<file path="src/rtl/id_operand_fwd.sv">
// ID-stage operand unit: resolves rs/rt over N_FWD forwarding sources, stalls on unready producers,
// and registers the result into the ID/EXE boundary. Optional stall counter under ID_STALL_CNT_EN.
module id_operand_fwd #(
    parameter int N_FWD = 3,
    parameter int DW    = 32,
    parameter int PCW   = 32
) (
    input  logic                 clk,
    input  logic                 resetn,
    input  logic                 in_valid,
    output logic                 in_ready,
    input  logic [PCW-1:0]       in_pc,
    input  logic [4:0]           in_rs,
    input  logic [4:0]           in_rt,
    input  logic                 in_use_rs,
    input  logic                 in_use_rt,
    input  logic                 in_is_jbr,
    input  logic [DW-1:0]        rf_rs_value,
    input  logic [DW-1:0]        rf_rt_value,
    input  logic [N_FWD-1:0]     fwd_wen,
    input  logic [5*N_FWD-1:0]   fwd_dest,
    input  logic [DW*N_FWD-1:0]  fwd_data,
    input  logic [N_FWD-1:0]     fwd_data_ok,
    input  logic                 flush,
    output logic                 out_valid,
    input  logic                 out_ready,
    output logic [PCW-1:0]       out_pc,
    output logic [DW-1:0]        out_rs_value,
    output logic [DW-1:0]        out_rt_value,
    output logic                 out_in_delay,
`ifdef ID_STALL_CNT_EN
    output logic [31:0]          stall_cnt,
`endif
    output logic [DW-1:0]        fwd_rs_value,
    output logic [DW-1:0]        fwd_rt_value
);

    logic rs_hit, rs_ok, rt_hit, rt_ok;
    logic rs_wait, rt_wait, accept, delay_pend;

    // Scan oldest to youngest so the youngest matching source overwrites and wins.
    always_comb begin
        rs_hit       = 1'b0;
        rs_ok        = 1'b1;
        rt_hit       = 1'b0;
        rt_ok        = 1'b1;
        fwd_rs_value = rf_rs_value;
        fwd_rt_value = rf_rt_value;
        for (int i = N_FWD - 1; i >= 0; i--) begin
            if (fwd_wen[i] && (fwd_dest[5*i +: 5] == in_rs) && (in_rs != 5'd0)) begin
                rs_hit       = 1'b1;
                rs_ok        = fwd_data_ok[i];
                fwd_rs_value = fwd_data[DW*i +: DW];
            end
            if (fwd_wen[i] && (fwd_dest[5*i +: 5] == in_rt) && (in_rt != 5'd0)) begin
                rt_hit       = 1'b1;
                rt_ok        = fwd_data_ok[i];
                fwd_rt_value = fwd_data[DW*i +: DW];
            end
        end
        if (in_rs == 5'd0) fwd_rs_value = '0;
        if (in_rt == 5'd0) fwd_rt_value = '0;
    end

    assign rs_wait  = in_use_rs & rs_hit & ~rs_ok;
    assign rt_wait  = in_use_rt & rt_hit & ~rt_ok;
    assign in_ready = ~rs_wait & ~rt_wait & (~out_valid | out_ready) & ~flush;
    assign accept   = in_valid & in_ready;

    always_ff @(posedge clk) begin
        if (!resetn) begin
            out_valid    <= 1'b0;
            out_pc       <= '0;
            out_rs_value <= '0;
            out_rt_value <= '0;
            out_in_delay <= 1'b0;
            delay_pend   <= 1'b0;
        end else if (flush) begin
            out_valid  <= 1'b0;
            delay_pend <= 1'b0;
        end else if (accept) begin
            out_valid    <= 1'b1;
            out_pc       <= in_pc;
            out_rs_value <= fwd_rs_value;
            out_rt_value <= fwd_rt_value;
            out_in_delay <= delay_pend;
            delay_pend   <= in_is_jbr;
        end else if (out_valid && out_ready) begin
            out_valid <= 1'b0;
        end
    end

`ifdef ID_STALL_CNT_EN
    always_ff @(posedge clk) begin
        if (!resetn)
            stall_cnt <= '0;
        else if (in_valid && (rs_wait || rt_wait) && !flush)
            stall_cnt <= stall_cnt + 32'd1;
    end
`endif

endmodule

</file>
<file path="config.mk">
export PLATFORM = sky130hd
export DESIGN_NAME = id_operand_fwd
export DESIGN_NICKNAME = d
export VERILOG_FILES = /design/src/rtl/id_operand_fwd.sv
export SDC_FILE = /design/constraint.sdc
export NUM_CORES = 1
export LEC_CHECK = 0
export CORE_AREA = 10 10 145 147
export DETAILED_ROUTE_END_ITERATION = 6
export DIE_AREA = 0 0 155 157
export HOLD_SLACK_MARGIN = 0.15
export PLACE_DENSITY = 0.83
export SYNTH_ARGS = -nofsm -noshare
export SYNTH_HDL_FRONTEND = slang
export SYNTH_SLANG_ARGS = --single-unit
</file>
<file path="constraint.sdc">
create_clock -name clk -period 5.3 [get_ports clk]
set_clock_uncertainty 0.1 [all_clocks]
set_input_delay 0.795 -clock clk [delete_from_list [all_inputs] [get_ports clk]]
set_output_delay 0.795 -clock clk [all_outputs]
set_load 0.005 [all_outputs]
</file>
Yosys cells after proc, flatten, opt, wreduce, memory -nomap -nowiden

Cells that the tools add are included.

Muxes and demuxes: 22
Eq/ne operators: 6
Divide/modulo/power cells: 0
$lt $le $gt $ge: 0
Reductions and logical operators: 20
Add/subtract/negate cells: 0
Multipliers: 0
Bitwise operators: 16
Shifts and indexed selects: 0

Operator list:

| cell                | count |
|---|---|
| 32-bit 2-to-1 mux   | 8 |
| 5-bit equality test | 6 |
| 1-bit 2-to-1 mux    | 14 |
| 1-bit logical AND   | 13 |
| 5-bit zero test     | 2 |
| 5-bit nonzero test  | 2 |
| 1-bit bitwise AND   | 8 |
| 1-bit inverter      | 7 |
| 2-bit AND reduction | 1 |
| 2-bit nonzero test  | 1 |
| 2-bit OR reduction  | 1 |
| 1-bit bitwise OR    | 1 |

Memory bits (read-only): 0
Output and inout port bits: 163
Input port bits: 231
Bits in latches: 0
Bits in registers: 99
RAM bits: 0
Memories kept: 0

Logic depth before layout (Yosys ltp)

Gate-level depths: netlist of run 1.

Word-level depth: 14
Mapped depth: 10
Mapped depth without buffers: 6

Least setup slack after synthesis of run 1

No wires, ideal clock.

Kind: input port to output port
From: input in_rs[0]
To: output fwd_rs_value[10]
Stages on the path: 7
Slack: 1771 ps
Data arrival time: 2634 ps
Cells stage by stage: or4_4 -> nor2_1 -> nor4_1 -> clkbuf_1 -> clkbuf_1 -> a2111oi_0 -> or3_1

Longest elaborated chain between the ends: 7
Elaborated cells between the ends (all ways): 15
Classes of those cells: eq/ne: 3; mux: 4; reduce/logical: 8

Ends and longest elaborated chain:

| item                            | line | text |
|---|---|---|
| start: declaration              | 13   | `input logic [4:0] in_rs,` |
| 5-bit equality test             | 50   | `if (fwd_wen[i] && (fwd_dest[5*i +: 5] == in_rs) && (in_rs != 5'd0)) begin` |
| 1-bit logical AND (2 in series) | 50   |  |
| 32-bit 2-to-1 mux (3 in series) | 50   |  |
| 32-bit 2-to-1 mux (*)           | 61   | `if (in_rs == 5'd0) fwd_rs_value = '0;` |
| end: declaration                | 34   | `output logic [DW-1:0] fwd_rs_value,` |

Mark *: on every way between the ends. The rest lies on a longest branch, timed or not.

Final worst setup path of run 1

From: input in_rt[2]
To: output fwd_rt_value[19]

Longest elaborated chain between the ends: 7
Elaborated cells between the ends (all ways): 15
Classes of those cells: eq/ne: 3; mux: 4; reduce/logical: 8

Ends and longest elaborated chain:

| item                            | line | text |
|---|---|---|
| start: declaration              | 14   | `input logic [4:0] in_rt,` |
| 5-bit equality test             | 55   | `if (fwd_wen[i] && (fwd_dest[5*i +: 5] == in_rt) && (in_rt != 5'd0)) begin` |
| 1-bit logical AND (2 in series) | 55   |  |
| 32-bit 2-to-1 mux (3 in series) | 55   |  |
| 32-bit 2-to-1 mux (*)           | 62   | `if (in_rt == 5'd0) fwd_rt_value = '0;` |
| end: declaration                | 35   | `output logic [DW-1:0] fwd_rt_value` |

Marks and branches as above.

==> parameters.txt, run 1 <==
Parameter                              Value

Critical path
  Highest-delay cell along the critical path    sky130_fd_sc_hd__or4b_2
  Setup Crit Path Kind    in -> out
  Startpoint kind of the worst setup timing path    primary input
  Cells along the critical path    clkdlybuf4s50_1 -> xor2_1 -> or4b_2 -> o21ai_0 -> a2111oi_0 -> or3_1 -> clkdlybuf4s50_1
  Setup crit start    in_rt[2]
  Required time reported for the critical path endpoint    approximately 4.4 ns
  Origin of the critical flop-to-flop path    out_valid
  Worst endpoint data arrival time    roughly 4.3 ns
  Maximum net fanout on the critical path    32
  Cell repeated most along the worst path    sky130_fd_sc_hd__clkdlybuf4s50_1
  Destination of the worst register-to-register timing path    out_rt_value[5]
  Destination of the critical timing path    fwd_rt_value[19]
  R2r worst-path depth    5
  Max incr delay on CP    between 1 and 1.5 ns
  Type of element capturing the critical path    output port
  Minimum setup slack among reg-to-reg paths    about 3.1 ns

Logic synthesis
  Number of standard cells after synthesis    960
  Count of state elements after synthesis    99
  Top-count cell post-synth    sky130_fd_sc_hd__nand2_1
  Area leader, netlist    sky130_fd_sc_hd__dfxtp_1
  Count of warnings emitted by yosys    0
  Largest cells by area after synthesis    sky130_fd_sc_hd__dfxtp_1 (27%), sky130_fd_sc_hd__mux2i_1 (13%), sky130_fd_sc_hd__and3_1 (8.1%)
  Yosys cell types    38
  Share of the synthesized area in the top cell type    26.70%
  Commonest cells post-synth    sky130_fd_sc_hd__nand2_1 (132), sky130_fd_sc_hd__dfxtp_1 (99), sky130_fd_sc_hd__mux2i_1 (99), sky130_fd_sc_hd__and3_1 (96), sky130_fd_sc_hd__clkbuf_1 (93)
  Most common flop cell mapped by yosys    sky130_fd_sc_hd__dfxtp_1
  Post-synth net total    about 1200
  Number of enable-type register cells in the synthesized netlist    0
  Sequential share of the synthesized area    a little over a quarter
  Average size of a mapped cell    between 7 and 8 µm²
  Fraction of synthesis flops using an asynchronous set or reset pin    0%
  Mapped Area    between 7000 and 8000 µm²

STA
  Time the worst path needs with I/O delays and setup    5.163 ns
  Worst-case headroom to the max-slew limit    around 15%
  Number of pins with negative max-slew slack in the final report    0
  Achievable clock frequency    0.1937 GHz
  Setup TNS    0 ns
  Slew at the pin closest to its max-slew limit    between 1 and 1.5 ns
  RSZ-0062 raised after global routing    no
  Setup violations, final    0
  Final count of hold timing violations    0
  Part of the cycle the worst path needs    97.42%

Drt
  Detailed Route WL    38.80 mm
  Post-route antenna net violation count    0
  Average via count per standard cell    ~6.3
  DRC    0
  Number of iterations in the first detailed-routing pass    7
  Vias after detailed routing    9631
  WL/cell    25.43 µm
  Detailed Route Iter0 Violations    1111

Cells and area
  Final net count    roughly 1500
  Number of antenna repair diodes    0
  Synthesis-to-finish area growth    58.55%
  Area of all placed cells without fillers    about 12000 µm²
  Filler cell count in the final layout    between 1500 and 2000
  Fraction of final layout cells with drive strength greater than 1    under 10%

GRT
  First-pass GRT wire length    57.15 mm
  Pin count of the biggest net entering global routing    112
  Total track usage    between 20 and 30%
  Vias in the first global route    ~9400
  Antenna violations before repair    1
  Final global-route overflow total    0

Placed design
  Buffers added on ports    ~390
  Final RePlAce weighted congestion    0.9616
  Placed Instance Area    about 11000 µm²
  HPWL after detailed placement    about 28 mm

Pwr
  Total power density per cell area    ~190 nW/µm²
  Worst vdd rail ir drop    roughly 150 µV
  Static Leakage    ~4.6 nW

Floorplanning
  Chip Width    between 150 and 200 µm
  Boundary pin count    slightly below 400
  Initial core utilization    40.49%
  # rows    50
  Core ar.    ~18000 µm²
  Die Y-Extent    about 160 µm
  Area enclosed by the die boundary    approximately 24000 µm²

Outcome
  Status    completed

Clock tree
  Worst-Skew Late Latency    ~0.36 ns
  Maximum buffer depth of the clock tree    2
  Clock tree from TritonCTS    done
  Post-CTS Hold Fix Bufs    0
  Resized cells post-CTS    0
  Clk pin slew, worst setup/hold paths    approximately 0.080 ns
  Post-CTS setup repair buffer count    0
  Number of clock sinks seen by CTS    99
  CTS root buf    sky130_fd_sc_hd__clkbuf_16
  TritonCTS buffer count    9
  H-tree level count    3

Worst hold path
  Worst Hold Class    reg -> reg

Flow run
  Max-cap violations    0
==> kinds of logic (layout without fill, tap and decap cells) <==
family,count (synthesis),count (layout),synth area share [%]
AOI/OAI and AO/OA,204,204,19.77
xor gates and xnor gates,30,30,3.540
buffers and inverters,109,441,6.220
DFF,99,99,26.70
muxes,99,99,13.35
and+or+nand+nor,419,419,30.41
==> area by class of cell <==
cell class	instances	area [µm²]	share of cell area [%]
Clock inverter	7	67.56	0.5742
Timing Repair Buffer	422	4173	35.46
Clock buffer	9	225.2	1.914
Multi-Input combinational cell	752	5016	42.63
Tap cell	234	292.8	2.488
Sequential cell	99	1982	16.84
Inverter	3	11.26	0.09569
==> cell usage in the layout, fill, tap and decap left out, types with 3 or more instances in the layout <==
cell,count
sky130_fd_sc_hd__o21ai_0,64
sky130_fd_sc_hd__o31ai_1,64
sky130_fd_sc_hd__a2111oi_0,64
sky130_fd_sc_hd__clkdlybuf4s50_1,391
sky130_fd_sc_hd__and3_1,96
sky130_fd_sc_hd__or3_1,65
sky130_fd_sc_hd__mux2i_1,99
sky130_fd_sc_hd__o211ai_1,4
sky130_fd_sc_hd__xor2_1,11
sky130_fd_sc_hd__nand3_1,34
sky130_fd_sc_hd__xnor2_1,19
sky130_fd_sc_hd__nand4_1,36
sky130_fd_sc_hd__nor2b_1,3
sky130_fd_sc_hd__inv_1,3
sky130_fd_sc_hd__clkbuf_16,9
sky130_fd_sc_hd__dfxtp_1,99
sky130_fd_sc_hd__inv_8,3
sky130_fd_sc_hd__and2_1,35
sky130_fd_sc_hd__nand2_1,132
sky130_fd_sc_hd__buf_4,27
==> metal layers <==
metal | vias up | wire [µm] | global-route usage [%]
met4 | 2 | 2132 | 15.11
met3 | 150 | 5025 | 8.761
met5 | - | 13 | 0
met1 | 4422 | 14180 | 35.46
met2 | 790 | 17450 | 48.18
li1 | 4267 | - | -
==> worst max-delay path, delay by kind of cell <==
kind / cells / cell delay [ns]
compound gates: 2 / 0.63
xor+xnor: 1 / 0.16
buf+inv: 2 / 1.08
simple gates: 2 / 1.57
==> how the worst min path moves through the flow <==
stage | start | to | slack, ns | cells past startpoint
floorplan | delay_pend | delay_pend | 0.33 | 2
detailed placement | out_pc[3] | out_pc[3] | 0.35 | 2
global placement | out_rs_value[22] | out_rs_value[22] | 0.34 | 2
finish | out_rt_value[10] | out_rt_value[10] | 0.36 | 2
global route | out_rs_value[11] | out_rs_value[11] | 0.37 | 2
CTS | out_pc[29] | out_pc[29] | 0.36 | 2
==> power by group <==
part / switching, mW / internal (mW) / leakage, nW
Sequential: 0.0219 / 0.786 / 0.809
Combinational: 0.350 / 0.427 / 3.64
Clock: 0.363 / 0.335 / 0.142
Total: 0.735 / 1.55 / 4.59
==> stage by stage <==
stage | power, mW | setup WS [ns] | util, % | cells | hold slack (ns)
floorplan | 1.113 | 1.771 | - | 960 | 0.3350
global placement | 1.583 | 0.2640 | 62.60 | 1510 | 0.3408
detailed placement | 1.589 | 0.2493 | 62.60 | 1510 | 0.3457
finish | 2.283 | 0.1368 | 64.20 | 1526 | 0.3554
global route | 2.367 | 0.04190 | 64.20 | 1526 | 0.3744
CTS | 2.289 | 0.2106 | 64.20 | 1526 | 0.3593
==> state kept, by name (all words and copies together), names as in the netlist <==
register,cells
out_valid,1
out_pc,32
out_in_delay,1
out_rt_value,32
delay_pend,1
out_rs_value,32
(Power assumes the default switching activity.)
==> run 2: changes to the inputs <==
==> constraint.sdc (replaced) <==
create_clock -name clk -period 5.3 [get_ports clk]
set_clock_uncertainty 0.1 [all_clocks]
set_input_delay 0.53 -clock clk [delete_from_list [all_inputs] [get_ports clk]]
set_output_delay 0.53 -clock clk [all_outputs]
set_load 0.005 [all_outputs]
==> parameters.txt, run 2 (same netlist as run 1, synthesis figures left out) <==
Parameter                              Value

Floorplanning
  Core ar.    between 15000 and 20000 µm²
  Area enclosed by the die boundary    24340 µm²
  Chip Width    approximately 160 µm
  Die Y-Extent    about 160 µm
  # rows    50
  Initial core utilization    approximately two fifths
  Boundary pin count    just under 400

Clock tree
  CTS root buf    sky130_fd_sc_hd__clkbuf_16
  TritonCTS buffer count    9
  Worst-Skew Late Latency    around 0.35 ns
  Resized cells post-CTS    0
  Maximum buffer depth of the clock tree    2
  Clock tree from TritonCTS    done
  Post-CTS Hold Fix Bufs    0
  Number of clock sinks seen by CTS    99
  H-tree level count    3
  Post-CTS setup repair buffer count    0
  Clk pin slew, worst setup/hold paths    0.08 ns

Drt
  Detailed Route WL    approximately 39 mm
  Average via count per standard cell    6.276
  DRC    0
  Vias after detailed routing    between 9000 and 10000
  Post-route antenna net violation count    0
  WL/cell    25.43 µm
  Number of iterations in the first detailed-routing pass    6
  Detailed Route Iter0 Violations    approximately 860

Cells and area
  Largest registers    out_pc: 32 flops, out_rs_value: 32 flops, out_rt_value: 32 flops
  Area of all placed cells without fillers    about 12000 µm²
  Filler cell count in the final layout    ~1600
  Final net count    roughly 1500
  Final instance count without filler cells    approximately 1500
  Post-layout utilization of the core    between 60 and 70%
  Highest-count cells in the layout ignoring fill and taps    sky130_fd_sc_hd__clkdlybuf4s50_1 (391), sky130_fd_sc_hd__nand2_1 (132), sky130_fd_sc_hd__mux2i_1 (99), sky130_fd_sc_hd__dfxtp_1 (99), sky130_fd_sc_hd__and3_1 (96)
  Synthesis-to-finish area growth    58.61%
  Fraction of final layout cells with drive strength greater than 1    between 4 and 5%
  Leading cell type in the layout, fill and taps excluded    sky130_fd_sc_hd__clkdlybuf4s50_1

Placed design
  Placed Instance Area    roughly 11000 µm²
  Dpl cells    around 1500
  Final RePlAce weighted congestion    0.9449
  Worst Setup Slack post-DPL    0.7045 ns
  HPWL after detailed placement    between 20 and 30 mm
  Buffers added on ports    around 390

Flow run
  Max-cap violations    0

STA
  Time the worst path needs with I/O delays and setup    4.671 ns
  RSZ-0062 raised after global routing    no
  Final count of hold timing violations    0
  Worst-case headroom to the max-slew limit    33.57%
  Achievable clock frequency    0.2141 GHz
  Smallest hold slack    between 0.3 and 0.4 ns
  Min setup slack post-route    approximately 0.63 ns
  Number of pins with negative max-slew slack in the final report    0
  Setup TNS    0 ns
  Setup violations, final    0
  Slew at the pin closest to its max-slew limit    ~1.0 ns
  Part of the cycle the worst path needs    between 80 and 90%

Pwr
  Overall Power    about 2.3 mW
  Worst vdd rail ir drop    roughly 140 µV
  Static Leakage    about 4.6 nW
  Total power density per cell area    192.2 nW/µm²

GRT
  Antenna violations before repair    2
  First-pass GRT wire length    between 50 and 60 mm
  Total track usage    between 20% and 30%
  Final global-route overflow total    0
  Pin count of the biggest net entering global routing    88
  Vias in the first global route    9269

Critical path
  Setup Crit Path Kind    in -> out
  Maximum net fanout on the critical path    40
  Required time reported for the critical path endpoint    around 4.7 ns
  Type of element capturing the critical path    output port
  Startpoint kind of the worst setup timing path    primary input
  Worst endpoint data arrival time    slightly above 4 ns

Outcome
  Status    completed

Worst hold path
  Worst Hold Class    reg -> reg
==> run 2: final cells by class <==
cell class	instances	area, µm²	share of cell area, %
Sequential cell	99	1982	16.83
Multi-Input combinational cell	752	5016	42.61
Antenna cell	1	2.502	0.02126
Clock inverter	7	67.56	0.5739
Clock buffer	9	225.2	1.913
Inverter	3	11.26	0.09565
Timing Repair Buffer	419	4175	35.47
Tap cell	234	292.8	2.487
==> run 2: per-layer routing <==
layer / GRT usage, % / wire length [µm] / up-vias / share of wire (%)
met1: 35.67 / 14670 / 4485 / 38
met2: 47.92 / 17600 / 698 / 45
li1: - / - / 4254 / -
met5: 0 / 18 / - / 0.046
met4: 13.18 / 1792 / 2 / 4.6
met3: 9.634 / 4680 / 125 / 12
==> run 2: final timing paths <==
| check | depth (start not counted) | endpoint | from | slack, ns |
|---|---|---|---|---|
| min | 2 | out_pc[21] | out_pc[21] | 0.36 |
| max reg2reg | 5 | out_rs_value[3] | out_valid | 3.09 |
| max | 8 | fwd_rt_value[7] | in_rt[0] | 0.63 |
| min reg2reg | 2 | out_pc[21] | out_pc[21] | 0.36 |
==> run 2: critical path: stages <==
cell and delay, ns:
sky130_fd_sc_hd__clkdlybuf4s50_1 0.51, sky130_fd_sc_hd__or4_1 0.68, sky130_fd_sc_hd__o211ai_1 0.42, sky130_fd_sc_hd__nor2_4 0.20
sky130_fd_sc_hd__buf_4 0.31, sky130_fd_sc_hd__a2111oi_0 0.64, sky130_fd_sc_hd__or3_1 0.20, sky130_fd_sc_hd__clkdlybuf4s50_1 0.52
==> run 2: report_power, final <==
part           leakage [nW]  internal (mW)  switching, mW
Clock                 0.142          0.334          0.346
Sequential            0.809          0.786         0.0217
Combinational          3.63          0.426          0.348
==> run 3: changes to the inputs <==
Settings changed: CORE_AREA 10 10 145 147 to unset, CORE_MARGIN set to 10, CORE_UTILIZATION set to 40, DIE_AREA 0 0 155 157 to unset, PLACE_DENSITY 0.83 to 0.82.
Clock period 5.3 ns to 4.9 ns, I/O delays scaled along.
==> parameters.txt, run 3 (same netlist as run 1, synthesis figures left out) <==
Parameter                              Value

GRT
  Pin count of the biggest net entering global routing    approximately 110
  Final global-route overflow total    0
  Total track usage    ~30%
  Antenna violations before repair    4
  First-pass GRT wire length    roughly 57 mm
  Vias in the first global route    between 9000 and 10000

Pwr
  Cell internal power dissipation    1.678 mW
  Worst vdd rail ir drop    approximately 170 µV
  Total power density per cell area    slightly above 200 nW/µm²
  Sw Share    31.63%
  Relative contribution of the clock network to total power    approximately 30%
  Static Leakage    ~4.6 nW
  Combinational fraction of design power    34.1%
  Overall Power    2.455 mW
  Sequential fraction of design power    approximately 36%
  Net Sw Power    around 780 µW

Clock tree
  Number of clock sinks seen by CTS    between 90 and 100
  Post-CTS setup repair buffer count    0
  TritonCTS buffer count    9
  Resized cells post-CTS    0
  Clk pin slew, worst setup/hold paths    0.08 ns
  CTS root buf    sky130_fd_sc_hd__clkbuf_16
  Post-CTS Hold Fix Bufs    0
  Maximum buffer depth of the clock tree    2
  H-tree level count    3
  Clock tree from TritonCTS    done
  Worst-Skew Late Latency    0.36 ns

STA
  Part of the cycle the worst path needs    around nine tenths
  Worst-case headroom to the max-slew limit    43.11%
  Slew at the pin closest to its max-slew limit    between 0.8 and 0.9 ns
  Time the worst path needs with I/O delays and setup    4.474 ns
  Setup TNS    0 ns
  Achievable clock frequency    between 0.2 and 0.25 GHz
  Number of pins with negative max-slew slack in the final report    0
  Setup violations, final    0
  Final count of hold timing violations    0
  RSZ-0062 raised after global routing    no

Cells and area
  Final net count    about 1500
  Synthesis-to-finish area growth    59.69%
  Largest registers    out_pc: 32 flops, out_rs_value: 32 flops, out_rt_value: 32 flops
  Final instance count without filler cells    around 1500
  Highest-count cells in the layout ignoring fill and taps    sky130_fd_sc_hd__clkdlybuf4s50_1 (391), sky130_fd_sc_hd__nand2_1 (132), sky130_fd_sc_hd__mux2i_1 (99), sky130_fd_sc_hd__dfxtp_1 (99), sky130_fd_sc_hd__and3_1 (96)
  Filler cell count in the final layout    1515
  Fraction of final layout cells with drive strength greater than 1    a little over 5%
  Area of all placed cells without fillers    about 12000 µm²
  Leading cell type in the layout, fill and taps excluded    sky130_fd_sc_hd__clkdlybuf4s50_1

Critical path
  R2r worst-path depth    5
  Setup Crit Path Kind    in -> out
  Worst endpoint data arrival time    3.88 ns
  Origin of the critical flop-to-flop path    out_valid
  Startpoint kind of the worst setup timing path    primary input
  Cells along the critical path    clkdlybuf4s50_1 -> or4_1 -> o211ai_1 -> nor2_4 -> buf_4 -> a2111oi_0 -> buf_4 -> or3_1 -> clkdlybuf4s50_1
  Type of element capturing the critical path    output port
  Destination of the worst register-to-register timing path    out_rs_value[28]
  Required time reported for the critical path endpoint    between 4 and 5 ns
  Minimum setup slack among reg-to-reg paths    around 2.7 ns
  Highest-delay cell along the critical path    sky130_fd_sc_hd__or4_1
  Buf+Inv Stages, Crit Path    4
  Maximum net fanout on the critical path    36
  Max incr delay on CP    about 0.67 ns
  Kind of cell adding the most delay to the critical path    buffers and inverters

Floorplanning
  Chip Width    between 150 and 200 µm
  Boundary pin count    approximately 400
  # rows    between 40 and 50
  Initial core utilization    about two fifths
  Area enclosed by the die boundary    about 24000 µm²
  Core ar.    around 18000 µm²
  Die Y-Extent    about 160 µm

Worst hold path
  Worst Hold Class    reg -> reg
  Start point of the worst hold path    out_pc[23]
  Worst hold path stage count    2
  Hold Crit Endpoint    out_pc[23]

Placed design
  HPWL after detailed placement    ~29 mm
  Final RePlAce weighted congestion    between 0.9 and 1
  Dpl cells    approximately 1500
  Placed Instance Area    between 10000 and 15000 µm²
  Buffers added on ports    between 300 and 400

Outcome
  Status    completed

Flow run
  Max-cap violations    0

Drt
  DRC    0
  Number of iterations in the first detailed-routing pass    6
  Post-route antenna net violation count    0
  Detailed Route WL    roughly 39 mm
  Detailed Route Iter0 Violations    847
  Vias after detailed routing    about 9600
  WL/cell    25.11 µm
  Average via count per standard cell    approximately 6.3
## run 3: changes by cell type in the layout (fill, tap and decap cells not counted), sizes merged
| cell | delta |
|---|---|
| buf | +12 |
| diode | +4 |
| clkinv | -1 |
| clkinvlp | +1 |
## run 3: stage by stage
step           setup WS (ns)  util [%]  hold slack, ns
2_1_floorplan          1.981         -          0.3350
3_3_place_gp          0.5517     63.85          0.3411
3_5_place_dp          0.4858     63.85          0.3452
4_1_cts               0.4532     65.47          0.3593
5_1_grt               0.2414     65.52          0.3712
6_report              0.4257     65.53          0.3566
## run 3: worst max path at each step
stage                   from          endpoint  slack (ns)  cells after the start
finish              in_rt[0]  fwd_rt_value[14]        0.43                      9
global placement    in_rt[0]  fwd_rt_value[14]        0.55                      9
floorplan           in_rs[0]  fwd_rs_value[10]        1.98                      7
global route        in_rt[0]  fwd_rt_value[14]        0.24                      9
CTS                 in_rt[0]  fwd_rt_value[14]        0.45                      9
detailed placement  in_rt[0]  fwd_rt_value[14]        0.49                      9
## run 3: cell type report
type                    instances  area (µm²)  share of cell area [%]
multi-input cells             752        5016                   42.32
repair buffers                431        4253                   35.88
flip-flops and latches         99        1982                   16.72
well taps                     229       286.5                   2.417
clock buffers                   9       225.2                   1.900
clock inverters                 7       66.31                  0.5595
diodes                          5       12.51                  0.1056
inverters                       3       11.26                 0.09501
## run 3: routing by layer
metal	global-route usage (%)	wire, µm	vias up
met1	34.14	14270	4525
met4	16.18	1939	0
met5	0	0	-
met2	48.79	17740	676
met3	8.799	4592	112
li1	-	-	4283
## run 3: worst register-to-register path: stages, from the launching register on
cell and delay, ns:
sky130_fd_sc_hd__dfxtp_1 0.31, sky130_fd_sc_hd__nor2b_1 0.14, sky130_fd_sc_hd__a311o_1 0.37, sky130_fd_sc_hd__a2111oi_4 0.38, sky130_fd_sc_hd__buf_4 0.59, sky130_fd_sc_hd__mux2i_1 0.27
## run 3: power by group through the flow
stage	clock (mW)	sequential [mW]	combinational, mW
CTS	0.753	0.874	0.830
global route	0.779	0.879	0.887
floorplan	0	0.896	0.309
detailed placement	0	0.892	0.825
global placement	0	0.890	0.820
finish	0.743	0.874	0.838
